===== src/rtl/alu_arbiter_if.sv =====
// ---------------------------------------------------------------------------
// alu_arbiter_if
//   Bundles the two requester ports, the shared-ALU connection and the
//   response bus of alu_arbiter.
//
//   Requester side : req0/op0/a0/b0, req1/op1/a1/b1
//   Shared ALU     : alu_op/alu_a/alu_b (to ALU), alu_res/alu_zero (from ALU)
//   Response       : done0, done1, res, zero, err, busy
//
//   slave  : the arbiter's view
//   master : the environment's view (both requesters plus the ALU)
// ---------------------------------------------------------------------------
interface alu_arbiter_if;
    logic        req0;
    logic [3:0]  op0;
    logic [31:0] a0;
    logic [31:0] b0;
    logic        req1;
    logic [3:0]  op1;
    logic [31:0] a1;
    logic [31:0] b1;

    logic [3:0]  alu_op;
    logic [31:0] alu_a;
    logic [31:0] alu_b;
    logic [31:0] alu_res;
    logic        alu_zero;

    logic        done0;
    logic        done1;
    logic [31:0] res;
    logic        zero;
    logic        err;
    logic        busy;

    modport slave (
        input  req0, op0, a0, b0, req1, op1, a1, b1, alu_res, alu_zero,
        output alu_op, alu_a, alu_b, done0, done1, res, zero, err, busy
    );

    modport master (
        output req0, op0, a0, b0, req1, op1, a1, b1, alu_res, alu_zero,
        input  alu_op, alu_a, alu_b, done0, done1, res, zero, err, busy
    );
endinterface


===== src/rtl/alu_arbiter.sv =====
// ---------------------------------------------------------------------------
// alu_arbiter
//   Shares one multi-cycle ALU between two requester ports. A request is
//   granted only from IDLE (round-robin on a tie), its op/operands are
//   latched, the ALU is driven for ALU_LAT cycles, and the result is
//   returned with a one-cycle done pulse on the granted port. Op codes
//   10..15 are rejected without touching the ALU.
//
//   Parameter ALU_LAT : ALU cycles per operation (1..15)
//   clk               : clock, rising edge
//   rst               : synchronous active-high reset
//   bus (slave)       : requester ports, ALU connection, response/busy
// ---------------------------------------------------------------------------
module alu_arbiter #(
    parameter int unsigned ALU_LAT = 1
) (
    input  logic        clk,
    input  logic        rst,
    alu_arbiter_if.slave bus
);

    typedef enum logic [1:0] {
        IDLE = 2'd0,
        EXEC = 2'd1,
        RESP = 2'd2
    } state_t;

    localparam logic [3:0] LAT_M1  = 4'(ALU_LAT - 1);
    localparam logic [3:0] OP_IDLE = 4'hF;

    function automatic logic isAluOp(input logic [3:0] op);
        return op <= 4'd9;
    endfunction

    state_t      state, stateNext;
    logic [3:0]  cnt, cntNext;
    logic        last, lastNext;
    logic        portReg, portNext;
    logic [3:0]  opReg, opNext;
    logic [31:0] aReg, aNext;
    logic [31:0] bReg, bNext;
    logic [31:0] resReg, resNext;
    logic        zeroReg, zeroNext;
    logic        errReg, errNext;

    // Grant candidate: on a tie the port that did not win last time.
    logic        grantPort;
    logic [3:0]  selOp;
    logic [31:0] selA;
    logic [31:0] selB;

    assign grantPort = (bus.req0 && bus.req1) ? ~last : bus.req1;
    assign selOp     = grantPort ? bus.op1 : bus.op0;
    assign selA      = grantPort ? bus.a1  : bus.a0;
    assign selB      = grantPort ? bus.b1  : bus.b0;

    always_ff @(posedge clk) begin
        if (rst) begin
            state   <= IDLE;
            cnt     <= 4'd0;
            last    <= 1'b1;
            portReg <= 1'b0;
            opReg   <= 4'd0;
            aReg    <= 32'd0;
            bReg    <= 32'd0;
            resReg  <= 32'd0;
            zeroReg <= 1'b0;
            errReg  <= 1'b0;
        end else begin
            state   <= stateNext;
            cnt     <= cntNext;
            last    <= lastNext;
            portReg <= portNext;
            opReg   <= opNext;
            aReg    <= aNext;
            bReg    <= bNext;
            resReg  <= resNext;
            zeroReg <= zeroNext;
            errReg  <= errNext;
        end
    end

    always_comb begin
        stateNext = state;
        cntNext   = cnt;
        lastNext  = last;
        portNext  = portReg;
        opNext    = opReg;
        aNext     = aReg;
        bNext     = bReg;
        resNext   = resReg;
        zeroNext  = zeroReg;
        errNext   = errReg;

        unique case (state)
            IDLE: begin
                if (bus.req0 || bus.req1) begin
                    portNext = grantPort;
                    lastNext = grantPort;
                    opNext   = selOp;
                    aNext    = selA;
                    bNext    = selB;
                    if (isAluOp(selOp)) begin
                        stateNext = EXEC;
                        cntNext   = LAT_M1;
                    end else begin
                        // Rejected op: answer immediately, ALU stays idle.
                        stateNext = RESP;
                        cntNext   = 4'd0;
                        resNext   = 32'd0;
                        zeroNext  = 1'b0;
                        errNext   = 1'b1;
                    end
                end
            end
            EXEC: begin
                if (cnt == 4'd0) begin
                    stateNext = RESP;
                    resNext   = bus.alu_res;
                    zeroNext  = bus.alu_zero;
                    errNext   = 1'b0;
                end else begin
                    cntNext = cnt - 4'd1;
                end
            end
            RESP: begin
                stateNext = IDLE;
            end
            default: begin
                stateNext = IDLE;
            end
        endcase
    end

    // Outputs decode registered state only; the response bus is forced to
    // zero outside RESP so consumers never see stale results.
    always_comb begin
        bus.alu_op = OP_IDLE;
        bus.alu_a  = 32'd0;
        bus.alu_b  = 32'd0;
        bus.done0  = 1'b0;
        bus.done1  = 1'b0;
        bus.res    = 32'd0;
        bus.zero   = 1'b0;
        bus.err    = 1'b0;
        bus.busy   = (state != IDLE);
        if (state == EXEC) begin
            bus.alu_op = opReg;
            bus.alu_a  = aReg;
            bus.alu_b  = bReg;
        end
        if (state == RESP) begin
            bus.done0 = ~portReg;
            bus.done1 = portReg;
            bus.res   = resReg;
            bus.zero  = zeroReg;
            bus.err   = errReg;
        end
    end

endmodule

===== src/flat_wrapper.sv =====
// flat-port wrapper written by rule: the top's interface ports become plain ports
module alu_arbiter_flat 
#(
    parameter int unsigned ALU_LAT = 1
)
  (clk, rst, bus_req0, bus_op0, bus_a0, bus_b0, bus_req1, bus_op1, bus_a1, bus_b1, bus_alu_res, bus_alu_zero, bus_alu_op, bus_alu_a, bus_alu_b, bus_done0, bus_done1, bus_res, bus_zero, bus_err, bus_busy);
  alu_arbiter_if bus_i ();
  input  logic clk;
  input  logic rst;
  input wire logic [$bits(bus_i.req0)-1:0] bus_req0;
  input wire logic [$bits(bus_i.op0)-1:0] bus_op0;
  input wire logic [$bits(bus_i.a0)-1:0] bus_a0;
  input wire logic [$bits(bus_i.b0)-1:0] bus_b0;
  input wire logic [$bits(bus_i.req1)-1:0] bus_req1;
  input wire logic [$bits(bus_i.op1)-1:0] bus_op1;
  input wire logic [$bits(bus_i.a1)-1:0] bus_a1;
  input wire logic [$bits(bus_i.b1)-1:0] bus_b1;
  input wire logic [$bits(bus_i.alu_res)-1:0] bus_alu_res;
  input wire logic [$bits(bus_i.alu_zero)-1:0] bus_alu_zero;
  output wire logic [$bits(bus_i.alu_op)-1:0] bus_alu_op;
  output wire logic [$bits(bus_i.alu_a)-1:0] bus_alu_a;
  output wire logic [$bits(bus_i.alu_b)-1:0] bus_alu_b;
  output wire logic [$bits(bus_i.done0)-1:0] bus_done0;
  output wire logic [$bits(bus_i.done1)-1:0] bus_done1;
  output wire logic [$bits(bus_i.res)-1:0] bus_res;
  output wire logic [$bits(bus_i.zero)-1:0] bus_zero;
  output wire logic [$bits(bus_i.err)-1:0] bus_err;
  output wire logic [$bits(bus_i.busy)-1:0] bus_busy;
  assign bus_i.req0 = bus_req0;
  assign bus_i.op0 = bus_op0;
  assign bus_i.a0 = bus_a0;
  assign bus_i.b0 = bus_b0;
  assign bus_i.req1 = bus_req1;
  assign bus_i.op1 = bus_op1;
  assign bus_i.a1 = bus_a1;
  assign bus_i.b1 = bus_b1;
  assign bus_i.alu_res = bus_alu_res;
  assign bus_i.alu_zero = bus_alu_zero;
  assign bus_alu_op = bus_i.alu_op;
  assign bus_alu_a = bus_i.alu_a;
  assign bus_alu_b = bus_i.alu_b;
  assign bus_done0 = bus_i.done0;
  assign bus_done1 = bus_i.done1;
  assign bus_res = bus_i.res;
  assign bus_zero = bus_i.zero;
  assign bus_err = bus_i.err;
  assign bus_busy = bus_i.busy;
  alu_arbiter #(.ALU_LAT(ALU_LAT)) u_core (.clk(clk), .rst(rst), .bus(bus_i));
endmodule

===== config.mk =====
export PLATFORM = sky130hd
export DESIGN_NAME = alu_arbiter_flat
export DESIGN_NICKNAME = d
export VERILOG_FILES = /design/src/rtl/alu_arbiter_if.sv /design/src/rtl/alu_arbiter.sv /design/src/flat_wrapper.sv
export SDC_FILE = /design/constraint.sdc
export NUM_CORES = 1
export LEC_CHECK = 0
export ABC_CLOCK_PERIOD_IN_PS = 3500
export CAP_MARGIN = 25
export CORE_MARGIN = 3
export CORE_UTILIZATION = 44
export CTS_CLUSTER_DIAMETER = 120
export DETAILED_ROUTE_END_ITERATION = 16
export HOLD_SLACK_MARGIN = 0.08
export PLACE_DENSITY = 0.95
export SLEW_MARGIN = 10
export SYNTH_ARGS = -nofsm -noshare
export SYNTH_HDL_FRONTEND = slang
export SYNTH_SLANG_ARGS = --single-unit

===== constraint.sdc =====
create_clock -name clk -period 3.5 [get_ports clk]
set_input_delay 0.35 -clock clk [delete_from_list [all_inputs] [get_ports clk]]
set_output_delay 0.35 -clock clk [all_outputs]
set_load 0.01 [all_outputs]

### Yosys cells after proc, flatten, opt, wreduce, memory -nomap -nowiden

Cells that the tools add are included.

| cells by class | value |
|---|---|
| $add $sub $neg | 1 |
| multiply operators | 0 |
| divide/modulo/power cells | 0 |
| order comparisons | 1 |
| equal/unequal tests | 6 |
| shifts and indexed selects | 0 |
| muxes and demuxes | 31 |
| bitwise operators | 2 |
| reductions and logical operators | 10 |

Operators with widths:

| operator | number |
|---|---|
| $mux W32 | 8 |
| $pmux W32 S2 | 1 |
| $mux W4 | 4 |
| $mux W1 | 11 |
| $pmux W4 S2 | 1 |
| $mux W2 | 3 |
| $le A4 B4 Y1 const B | 1 |
| $logic_not A4 Y1 | 1 |
| $ne A2 B1 Y1 const B | 2 |
| $ne A2 B2 Y1 const B | 2 |
| $pmux W1 S2 | 2 |
| $pmux W2 S2 | 1 |
| $reduce_and A2 Y1 | 2 |
| $reduce_and A4 Y1 | 1 |
| $reduce_bool A2 Y1 | 2 |
| $sub A4 B1 Y4 const B | 1 |
| $reduce_and A3 Y1 | 1 |
| $eq A2 B1 Y1 const B | 1 |
| $eq A2 B2 Y1 const B | 1 |
| $logic_not A2 Y1 | 1 |
| $not A1 Y1 | 2 |
| $logic_and A1 B1 Y1 | 1 |
| $logic_or A1 B1 Y1 | 1 |

| word-level totals | value |
|---|---|
| register bits | 110 |
| latch bits | 0 |
| bits in writable memories | 0 |
| bits in read-only memories | 0 |
| bits of input ports | 173 |
| output and inout bits | 105 |
| word-level logic and storage cells | 61 |
| memories kept | 0 |

### Logic depth before layout (Yosys ltp)

| depth | value |
|---|---|
| word-level depth | 7 |
| depth in mapped cells | 8 |
| mapped depth without buffers | 6 |

### Worst setup path before layout

OpenSTA, ideal clock, no wires.

| path | value |
|---|---|
| path kind | input port to flip-flop |
| from | in bus_req1 |
| to | reg u_core.errReg |
| library setup time | 0.115 ns |
| arrival | 1.655 ns |
| data required time | 3.385 ns |
| setup slack | 1.730 ns |
| cell stages on the path | 7 |
| buffers on the path | 3 |
| path through | a21boi_1 > buf_2 > mux2_2 > o2111a_1 > buf_6 > buf_6 > o21a_1 |

| between the ends | value |
|---|---|
| longest elaborated chain between the ends | 6 |
| elaborated cells on any way between the ends | 8 |
| classes of those cells | 1 x order compare; 2 x eq/ne; 2 x mux; 3 x reduce/logical |

RTL lines:

| what | line | source |
|---|---|---|
| from (decl) | flat_wrapper.sv:14 | `input wire logic [$bits(bus_i.req1)-1:0] bus_req1;` |
| $logic_and A1 B1 Y1 | alu_arbiter.sv:52 | `assign grantPort = (bus.req0 && bus.req1) ? ~last : bus.req1;` |
| $mux W1 | alu_arbiter.sv:52 |  |
| $mux W4 | alu_arbiter.sv:53 | `assign selOp = grantPort ? bus.op1 : bus.op0;` |
| $le A4 B4 Y1 | alu_arbiter.sv:32 | `return op <= 4'd9;` |
| $ne A2 B2 Y1 (no line) | n/a |  |
| $reduce_and A4 Y1 (no line) (*) | n/a |  |
| to (signal assigned) | alu_arbiter.sv:79 | `errReg <= errNext;` |
| to (decl) | alu_arbiter.sv:44 | `logic errReg, errNext;` |

Mark *: on every way between the ends. The rest lies on a longest branch, timed or not.
A chain may end at the register's enable or synchronous reset.

### Worst setup path in the final report

| path | value |
|---|---|
| from | reg u_core.state[0] |
| to | out bus_alu_b[30] |

| between the ends | value |
|---|---|
| longest elaborated chain between the ends | 2 |

RTL lines:

| what | line | source |
|---|---|---|
| from (decl) | alu_arbiter.sv:35 | `state_t state, stateNext;` |
| from (signal assigned) | alu_arbiter.sv:70 | `state <= stateNext;` |
| $eq A2 B1 Y1 | alu_arbiter.sv:147 | `if (state == EXEC) begin` |
| $mux W32 | alu_arbiter.sv:147 |  |
| to (decl) | flat_wrapper.sv:22 | `output wire logic [$bits(bus_i.alu_b)-1:0] bus_alu_b;` |

No other way between the ends.

==> metrics.md <==
| Metric | Value |
|---|---|
| Num CTS Buffers | `9` |
| Setup WS post-layout | `around 0.90 ns` |
| Place WS | `0.829 ns` |
| Share of cells above drive strength 1 | `between 4 and 5%` |
| Min-Delay Endpoint | `u_core.resReg[24]` |
| Ports | `278` |
| R2R Path Start | `u_core.state[0]` |
| Root buffer cell | `clkbuf_16` |
| Arr. time, crit path | `approximately 2.3 ns` |
| Wire per inst | `15.2 microns` |
| Slew HR | `about 44%` |
| Syn Inst Count | `a little over 600` |
| Dpl cells | `1016` |
| RSZ-0062 raised after global routing | `false` |
| Tot GR Track Use | `between 20% and 30%` |
| Min Tclk post-route | `2.60 ns` |
| TritonCTS clock tree | `yes` |
| Fill count | `904` |
| Outcome | `complete, no violations` |
| Worst EP required | `approximately 3.2 ns` |
| R2r worst-path depth | `5` |
| Drt total wl | `roughly 16000 microns` |
| Count of cell types in the netlist | `38` |
| Iteration-0 DRC Markers | `roughly 330` |
| Post-route ant nets | `0` |
| DIE WIDTH | `~120 microns` |
| Vias per inst | `roughly 5` |
| CTS Buffer Depth | `2` |
| Slew @ Worst Pin | `0.834 ns` |
| Finished Layout Cells | `between 1000 and 1500` |
| Initial antenna violation count | `1` |
| Core Box Area | `about 12000 sq um` |
| Final #Nets | `1036` |
| Synthesis-to-layout area growth | `57.7%` |
| Avg Cell Area, Syn | `~8.8 sq um` |
| 1st-pass router iterations | `4` |
| Routability cong. | `between 0.7 and 0.8` |
| Die height | `118 microns` |
| Simple-Gate Fraction of Synth Area | `roughly a quarter` |
| Compound-Gate Fraction of Synth Area | `11.1%` |
| Clock transition at path regs | `approximately 0.080 ns` |
| Final period util | `74.2%` |
| Synth Area in XOR/XNOR | `0.479%` |
| Power Dens Cells | `391 nW/um^2` |
| Count of final setup violators | `0` |
| R2R setup slack | `between 1 and 1.5 ns` |
| DP Wirelength | `about 11000 microns` |
| Clock H-tree levels | `3` |
| Clock Skews | `roughly 0.0089 ns` |
| Via Count | `just over 5000` |
| First-pass GRT wire length | `around 25000 microns` |
| Pins Over Slew Limit | `0` |
| Initial core utilization | `a little under half` |
| Syn nets | `~800` |
| #FFs+latches synth | `110` |
| Max FO, Critical Path | `105` |
| DRC Markers | `0` |
| Hold buffers post-CTS | `0` |
| # Post-CTS Setup Buffers | `0` |
| Design Power | `around 3.4 mW` |
| Largest family of logic cells by synthesized area | `simple AND/OR/NAND/NOR gates` |
| Hold path depth | `4` |
| Grt total ovfl | `0` |
| HP Class | `input port to register` |
| Adder-Cell Fraction of Synth Area | `less than 1%` |
| Die Area | `~14000 sq um` |
| Largest net degree at the start of global routing | `106` |
| Fin Setup TNS | `0 ns` |
| Worst Setup Path Type | `register to output pin` |
| Mapped cell area | `between 5000 and 6000 sq um` |
| Worst Setup End Kind | `output pin` |
| Row cnt | `40` |
| Max Cap Violations | `0` |
| Post-CTS Resized | `0` |
| Startpoint Class | `register` |
| Reg2reg end | `u_core.bReg[16]` |
| Leak Pwr | `between 3 and 4 nW` |
| Clk_lat worst skew | `approximately 0.34 ns` |
| Max frequency | `385 MHz` |
| Seq/Total Area, Yosys | `40.2%` |
| Final hold viol count | `0` |
| VDD IR max | `approximately 310 uV` |
| Min-delay src | `rst` |
| # clock sinks | `110` |
| Port Buffer Count | `277` |
| Vias in the first global route | `between 5000 and 6000` |
| Multiplexer share of the synthesized area | `~18%` |
| Ys Warns | `0` |
## cells in the mapped netlist, drive strengths merged
library cell    n  share of area, %
dfxtp         110                40
mux2i         100                18
and2           99                11
nor2           74               5.1
a211oi         67               9.2
clkbuf         42               2.9
nand3          37               3.4
nand2          35               2.4
buf            15               1.8
nor3            5              0.46
a21oi           4              0.37
inv             4              0.27
nand2b          4              0.46
nor2b           3              0.34
ha              2              0.46
o21a            2              0.27
o21ai           2              0.18
xor2            2              0.32
a21boi          1              0.14
a22oi           1              0.14
a31o            1              0.16
a31oi           1              0.11
and3b           1              0.16
mux2            1              0.21
nand4bb         1              0.21
o2111a          1              0.21
o21bai          1              0.14
o311a           1              0.18
or2             1              0.11
or3b            1              0.16
or4             1              0.14
or4b            1              0.18
xnor2           1              0.16
## cells in the final DEF (no fill, tap or decap), drive strengths merged, types with 2 or more instances in the layout
cell / count
a211oi: 67
a21oi: 4
and2: 99
buf: 9
clkbuf: 10
clkdlybuf4s50: 276
clkinv: 3
dfxtp: 110
ha: 2
inv: 5
mux2i: 100
nand2: 35
nand2b: 4
nand3: 37
nor2: 74
nor2b: 3
nor3: 5
o21a: 2
o21ai: 2
xor2: 2
## logic make-up after synthesis
group | Yosys count
buffers and inverters | 61
AO/OA/AOI/OAI | 82
flip-flops | 110
XOR/XNOR | 3
adder cells (fa/ha/maj) | 2
AND/OR/NAND/NOR | 263
multiplexers | 101
## power by group
part           internal, mW  leakage [nW]  switching, mW
Combinational         0.476          2.20          0.420
Sequential             1.39         0.906         0.0646
Clock                 0.562         0.145          0.469
## flip-flops by register name (all words and copies together), names as in the netlist
signal / flops
u_core.errReg: 1
u_core.opReg: 4
u_core.cnt: 4
u_core.bReg: 32
u_core.portReg: 1
u_core.last: 1
u_core.aReg: 32
u_core.zeroReg: 1
u_core.resReg: 32
u_core.state: 2
## metrics by stage
stage	hold slack, ns	utilization (%)	cell area (sq um)
after CTS	0.454	71.0	8600
after floorplan	0.430	-	5480
after global placement	0.437	68.6	8300
after global routing	0.437	71.4	8650
after detailed placement	0.442	68.6	8300
final	0.406	71.4	8650
## metal layers
layer | global-route usage, % | vias up | wire [microns] | part of all wire [%]
li1 | - | 2620 | - | -
met5 | 0 | - | 0 | 0
met2 | 39.2 | 172 | 8170 | 52
met4 | 5.27 | 0 | 288 | 1.8
met3 | 7.50 | 20 | 1250 | 7.9
met1 | 24.6 | 2373 | 6060 | 38
## critical path: stages (launching register included)
cell and delay, ns:
dfxtp_1 0.50, nor2b_4 0.23, buf_12 0.34, and2_1 0.18, clkdlybuf4s50_1 0.60
## worst max-delay path by stage
stage                          from                to  slack, ns
floorplan                  bus_req1     u_core.errReg       1.73
global placement           bus_req1  u_core.resReg[1]       0.91
detailed placement         bus_req1  u_core.resReg[7]       0.83
CTS                 u_core.state[0]     bus_alu_a[13]       0.92
global route        u_core.state[0]     bus_alu_b[30]       0.80
finish              u_core.state[0]     bus_alu_b[30]       0.90
## final cells by class
cell class	instances	area (sq um)	area share, %
multi-input cells	451	3040	35.1
well taps	168	210	2.43
clock inverters	6	71.3	0.825
flip-flops and latches	110	2200	25.5
repair buffers	285	2880	33.3
diodes	1	2.50	0.0289
inverters	4	15.0	0.174
clock buffers	10	229	2.65
Note: power is estimated with default switching activity, not from simulation.
